===== config.mk =====
export PLATFORM = sky130hd
export DESIGN_NAME = cpu_sequencer
export DESIGN_NICKNAME = d
export VERILOG_FILES = /design/src/rtl/cpu_sequencer.sv
export SDC_FILE = /design/constraint.sdc
export NUM_CORES = 1
export LEC_CHECK = 0
export BUFFER_PORTS_ARGS = -buffer_cell sky130_fd_sc_hd__buf_2
export CAP_MARGIN = 20
export CORE_ASPECT_RATIO = 0.7
export CORE_MARGIN = 4
export CORE_UTILIZATION = 40
export DETAILED_ROUTE_END_ITERATION = 8
export PLACE_DENSITY_LB_ADDON = 0.12
export SKIP_CTS_REPAIR_TIMING = 1
export SYNTH_ARGS = -nofsm -noshare
export SYNTH_HDL_FRONTEND = slang
export SYNTH_SLANG_ARGS = --single-unit

===== constraint.sdc =====
create_clock -name clock -period 3.5 [get_ports clock]
set_clock_uncertainty 0.05 [all_clocks]
set_input_delay 0.7 -clock clock [delete_from_list [all_inputs] [get_ports clock]]
set_output_delay 0.7 -clock clock [all_outputs]
set_load 0.03 [all_outputs]

===== src/rtl/cpu_sequencer.sv =====
// cpu_sequencer: fetch/decode/execute control FSM for the 8-bit accumulator CPU with a memory wait-state timeout.
// Optional SEQ_SINGLE_STEP_EN adds a step input and a STEP state that gates each instruction.
module cpu_sequencer #(
    parameter int OP_W     = 3,
    parameter int WAIT_MAX = 15
) (
    input  logic            clock,
    input  logic            reset,
    input  logic [OP_W-1:0] op,
    input  logic            z_flag,
    input  logic            mem_ready,
`ifdef SEQ_SINGLE_STEP_EN
    input  logic            step,
`endif
    output logic            PC_bus,
    output logic            INC_PC,
    output logic            load_PC,
    output logic            load_MAR,
    output logic            load_IR,
    output logic            MDR_bus,
    output logic            load_MDR,
    output logic            ACC_bus,
    output logic            load_ACC,
    output logic            sw_bus,
    output logic            Addr_bus,
    output logic [1:0]      ALU_sel,
    output logic            mem_req,
    output logic            CS,
    output logic            R_NW,
    output logic            halted,
    output logic            bus_error
);
    typedef enum logic [3:0] {
        F0, F1, F2, DEC, E_RD, E_EX, E_WR, HALT, ERR
`ifdef SEQ_SINGLE_STEP_EN
        , STEP
`endif
    } state_t;

`ifdef SEQ_SINGLE_STEP_EN
    localparam state_t HOME = STEP;
`else
    localparam state_t HOME = F0;
`endif

    localparam logic [OP_W-1:0] OP_LOAD  = OP_W'(0);
    localparam logic [OP_W-1:0] OP_STORE = OP_W'(1);
    localparam logic [OP_W-1:0] OP_ADD   = OP_W'(2);
    localparam logic [OP_W-1:0] OP_SUB   = OP_W'(3);
    localparam logic [OP_W-1:0] OP_BNE   = OP_W'(4);
    localparam logic [OP_W-1:0] OP_BEQ   = OP_W'(5);
    localparam logic [OP_W-1:0] OP_IN    = OP_W'(6);
    localparam logic [OP_W-1:0] OP_HALT  = OP_W'(7);

    state_t     state, nxt;
    logic [7:0] wait_cnt;
    logic       mem_st, timeout, taken;

    assign mem_st  = state inside {F1, E_RD, E_WR};
    // ready on the last permitted cycle still wins over the timeout
    assign timeout = !mem_ready && wait_cnt == 8'(WAIT_MAX - 1);
    assign taken   = (op == OP_BEQ) == z_flag;

    always_ff @(posedge clock) begin
        if (reset) begin
            state    <= HOME;
            wait_cnt <= '0;
        end else begin
            state    <= nxt;
            wait_cnt <= (mem_st && nxt == state) ? wait_cnt + 8'd1 : '0;
        end
    end

    always_comb begin
        nxt       = state;
        PC_bus    = 1'b0;
        INC_PC    = 1'b0;
        load_PC   = 1'b0;
        load_MAR  = 1'b0;
        load_IR   = 1'b0;
        MDR_bus   = 1'b0;
        load_MDR  = 1'b0;
        ACC_bus   = 1'b0;
        load_ACC  = 1'b0;
        sw_bus    = 1'b0;
        Addr_bus  = 1'b0;
        ALU_sel   = 2'b00;
        mem_req   = 1'b0;
        CS        = 1'b0;
        R_NW      = 1'b1;
        halted    = 1'b0;
        bus_error = 1'b0;
        case (state)
            F0: begin
                PC_bus   = 1'b1;
                load_MAR = 1'b1;
                INC_PC   = 1'b1;
                load_PC  = 1'b1;
                nxt      = F1;
            end
            F1, E_RD: begin
                mem_req  = 1'b1;
                CS       = 1'b1;
                load_MDR = mem_ready;
                nxt      = mem_ready ? (state == F1 ? F2 : E_EX) : timeout ? ERR : state;
            end
            F2: begin
                MDR_bus = 1'b1;
                load_IR = 1'b1;
                nxt     = DEC;
            end
            DEC: case (op)
                OP_LOAD, OP_ADD, OP_SUB: begin
                    Addr_bus = 1'b1;
                    load_MAR = 1'b1;
                    nxt      = E_RD;
                end
                OP_STORE: begin
                    Addr_bus = 1'b1;
                    load_MAR = 1'b1;
                    ACC_bus  = 1'b1;
                    load_MDR = 1'b1;
                    nxt      = E_WR;
                end
                OP_BNE, OP_BEQ: begin
                    Addr_bus = taken;
                    load_PC  = taken;
                    nxt      = HOME;
                end
                OP_IN: begin
                    sw_bus   = 1'b1;
                    load_ACC = 1'b1;
                    nxt      = HOME;
                end
                OP_HALT: nxt = HALT;
            endcase
            E_EX: begin
                MDR_bus  = 1'b1;
                load_ACC = 1'b1;
                ALU_sel  = op == OP_ADD ? 2'b01 : op == OP_SUB ? 2'b10 : 2'b00;
                nxt      = HOME;
            end
            E_WR: begin
                mem_req = 1'b1;
                CS      = 1'b1;
                R_NW    = 1'b0;
                nxt     = mem_ready ? HOME : timeout ? ERR : E_WR;
            end
            HALT: halted = 1'b1;
            ERR: begin
                halted    = 1'b1;
                bus_error = 1'b1;
            end
`ifdef SEQ_SINGLE_STEP_EN
            STEP: nxt = step ? F0 : STEP;
`endif
            default: nxt = HOME;
        endcase
        // reset silences every strobe immediately, whatever state we are in
        if (reset) begin
            {PC_bus, INC_PC, load_PC, load_MAR, load_IR, MDR_bus, load_MDR, ACC_bus, load_ACC,
             sw_bus, Addr_bus, ALU_sel, mem_req, CS, R_NW, halted, bus_error} = '0;
            R_NW = 1'b1;
        end
    end
endmodule


Yosys cells after proc, flatten, opt, wreduce, memory -nomap -nowiden
Index checks and enable logic that the tools add are counted.
- $add $sub $neg: 1
- multiply operators: 0
- div/mod/pow operators: 0
- $lt $le $gt $ge: 0
- equality and inequality tests: 18
- shifts and indexed selects: 0
- mux-type cells: 44
- bitwise logic cells: 1
- reductions and logical operators: 15
- operators by type and width (cell ; count):
    1-bit 2-to-1 mux ; 28
    4-bit one-hot mux with 6 select lines ; 1
    4-bit by 3-bit == test with 1-bit output (second input constant) ; 4
    4-bit 2-to-1 mux ; 4
    4-bit one-hot mux with 4 select lines ; 1
    3-bit == test (second input constant) ; 4
    1-bit one-hot mux with 2 select lines ; 5
    2-bit OR reduction ; 5
    3-bit OR reduction ; 3
    8-bit by 1-bit adder with 8-bit output (second input constant) ; 1
    4-bit by 2-bit == test with 1-bit output (second input constant) ; 2
    8-bit by 4-bit == test with 1-bit output (second input constant) ; 1
    2-bit 2-to-1 mux ; 4
    3-bit by 2-bit == test with 1-bit output (second input constant) ; 2
    4-bit by 1-bit == test with 1-bit output (second input constant) ; 1
    4-bit == test ; 1
    4-bit == test (second input constant) ; 1
    4-bit logical NOT ; 1
    4-bit OR reduction ; 1
    3-bit by 1-bit == test with 1-bit output (second input constant) ; 1
    3-bit logical NOT ; 1
    3-bit 2-to-1 mux ; 1
    3-bit nonzero test ; 1
    1-bit logical AND ; 2
    3 further kinds ; 3
- flip-flop bits (word level): 12
- latch bits: 0
- memory bits (writable): 0
- memory bits (read-only): 0
- output and inout port bits: 18
- memories kept: 0

Logic depth before layout (Yosys ltp)
- depth in word-level cells: 9
- mapped depth: 6
- mapped depth without buffers: 6

Worst setup path after synthesis
OpenSTA, ideal clock, no wires.
- kind: input port to output port
- from: in reset
- to: out load_PC
- arrival: 2.208 ns
- required time: 2.750 ns
- setup slack: 0.542 ns
- stages: 3
- path buffers: 0
- path through: or3_1 nor3_1 a31o_1
- cells in the longest elaborated chain, start to end: 1
- ends and longest elaborated chain (item ; RTL line ; text):
    start: declaration ; 8 ; input logic reset,
    1-bit 2-to-1 mux ; 160 ; if (reset) begin
    end: declaration ; 17 ; output logic load_PC,
No other way between the ends.

Final worst setup path
- from: in reset
- to: out load_MDR
- cells in the longest elaborated chain, start to end: 1
- ends and longest elaborated chain (item ; RTL line ; text):
    1-bit 2-to-1 mux ; 160 ;
    end: declaration ; 21 ; output logic load_MDR,
No other way between the ends.

==> results.json <==
{
  "r2r_start": "state[0]$_SDFF_PP0_",
  "yosys-top-cells-count": "nor3_1, dfxtp_1, nor2_1, a21oi_1",
  "clkTransAtPathRegs_ps": 70,
  "relSlewSlack_pct": 68.4,
  "ff2ff_setup_slack_ps": 1630,
  "cts_sinks": 12,
  "worstMarginPinSlew_ps": 473,
  "leakage_nw": 0.452,
  "critPathLaunchType": "primary input",
  "hold_class": "flop to flop",
  "yosysWarnings": 0,
  "synthFlopType": "dfxtp_1",
  "port_buffers": 24,
  "max_stage_delay_ps": 380,
  "coreArea_um2": 2150,
  "die-area_um2": 3110,
  "first_pass_iters": 4,
  "yosysMostFrequentCell": "nor3_1",
  "synth_top_family_by_area": "simple AND/OR/NAND/NOR gates",
  "arrival_ps": 2080,
  "grt_setup_unrepaired": "false",
  "dp_slack_ps": 680,
  "grt_pass1_wl_mm": 3.58,
  "synth_area_leaders": "dfxtp_1, nor3_1, nor2_1",
  "fmax_mhz": 354,
  "outcome": "complete, no violations",
  "antenna_found_initial": 0,
  "synthXorXnorAreaFrac_pct": 8.68,
  "final_nets": 149,
  "path_common_cell": "buf_2",
  "synth_seq_area_share_pct": 26.4,
  "cp-startpoint": "reset",
  "syn-cell-area_um2": 908,
  "detail-route-antenna-nets": 0,
  "clk_path_buf_depth": 2,
  "yosys.area_share.simple_pct": 36.8,
  "crit_buf_inv": 2,
  "cp-end-kind": "output pin",
  "critPathMaxFanout": 11,
  "period_needed_ps": 2830,
  "fp.dieW_um": 65.0,
  "ios": 25,
  "yosysTopAreaCell": "dfxtp_1",
  "grt_max_degree": 15,
  "synth_cells": 118,
  "route.vias.total": 910,
  "ys_ff_latch": 12,
  "first_iter_violations": 51,
  "overflow": 0,
  "cp_slowest_cell": "or3_1",
  "finalSetupTns_ps": 0,
  "fillers": 217,
  "async_flop_share_pct": 0,
  "multi_input_area_um2": 604,
  "yosysUniqueCellTypes": 42,
  "htree_num_levels": 1,
  "wl_per_cell_um": 13.0,
  "final-seq-area_um2": 240,
  "drv_cap": 0,
  "synth_compound_area_share_pct": 18.3,
  "synthAdderAreaFrac_pct": 2.75,
  "grt_pass1_vias": 735,
  "finalMaxSlewViolations": 0,
  "crit_family": "simple AND/OR/NAND/NOR gates",
  "powerDensity_nw_per_um2": 313,
  "critPathKind": "primary input to output pin",
  "fin_crit_sh_pct": 80.7,
  "hold_viol_final": 0,
  "synth_nets": 127,
  "diodes": 0,
  "cts_tree": "built",
  "timing.final.ws_setup_ps": 675,
  "post_drt_via_cell_ratio": 5.32,
  "cts_made_buffers": 3,
  "setup_viol": 0,
  "initial_utilization_pct": 42.2,
  "synth_mux_area_share_pct": 0,
  "ir_drop_mv": 0.177,
  "routed_wl_mm": 2.22,
  "synth-edff-count": 0,
  "crit_chain": "buf_2 -> or3_1 -> nor2_1 -> and4bb_1 -> a41o_1 -> buf_2",
  "drive_above_1_share_pct": 23.0,
  "crit_required_ps": 2750,
  "gp_congestion": 0.860,
  "grt_usage_pct": 15.2,
  "syn_to_final_growth_pct": 16.7,
  "placed_cell_area_um2": 1020,
  "dieHeight_um": 47.9,
  "avgSynthCellArea_um2": 7.70,
  "hp-start": "wait_cnt[0]$_SDFF_PP0_",
  "clockRootBuffer": "clkbuf_4",
  "clock_latency_ps": 270,
  "final_area_um2": 1060,
  "synth_top_area_share_pct": 26.4,
  "drc": 0,
  "num_rows": 14,
  "dpl.hpwl_mm": 1.71
}
## kinds of logic after synthesis
group | count (synthesis)
XOR/XNOR | 9
AO/OA/AOI/OAI | 23
AND/OR/NAND/NOR | 60
buffers and inverters | 12
flip-flops | 12
adder cells (fa/ha/maj) | 2
## final timing paths
| check | endpoint | cells past startpoint |
|---|---|---|
| setup / recovery | load_MDR | 6 |
| hold reg to reg | wait_cnt[0]$_SDFF_PP0_ | 1 |
| hold / removal | wait_cnt[0]$_SDFF_PP0_ | 1 |
| setup reg to reg | wait_cnt[0]$_SDFF_PP0_ | 4 |
## layout by cell type (no fill, tap or decap), types with 2 or more instances in the layout
master and instances:
nand2b_1 2, nor2b_1 2, nand3_1 7, xor2_1 5
a21oi_1 8, nor3_1 14, xnor2_1 4, nor2_1 12
and3_1 2, nand2_1 7, clkbuf_4 3, dfxtp_1 12
buf_2 24, o21ai_0 3, ha_1 2, nor3b_1 2
inv_1 5
## metrics by stage
stage | power [mW] | std cells | util [%] | hold WS (ps)
6_report | 0.331 | 171 | 49.2 | 446
5_1_grt | 0.354 | 171 | 49.2 | 474
4_1_cts | 0.334 | 171 | 49.2 | 445
3_5_place_dp | 0.224 | 167 | 47.5 | 434
3_3_place_gp | 0.224 | 167 | 47.5 | 425
2_1_floorplan | 0.208 | 118 | - | 407
## state kept, by name, indices dropped and copies added (netlist names)
signal and count:
wait_cnt 8, state 4
## routing by layer
metal | global-route usage, % | part of all wire, % | up-vias
li1 | - | - | 465
met1 | 22.4 | 54 | 422
met2 | 20.3 | 40 | 21
met3 | 5.63 | 5.4 | 2
met4 | 3.78 | 0.54 | 0
met5 | 0 | 0 | -
## area by class of cell
class | instances | area share, %
well taps | 32 | 3.78
flip-flops and latches | 12 | 22.7
repair buffers | 24 | 11.3
multi-input cells | 94 | 57.0
clock buffers | 4 | 3.42
inverters | 5 | 1.77
## power breakdown
part	total, mW	switching [mW]	internal (mW)
sequential	0.146	0.00692	0.139
clock	0.110	0.0470	0.0632
combinational	0.0754	0.0504	0.0250
(Power assumes the default switching activity.)
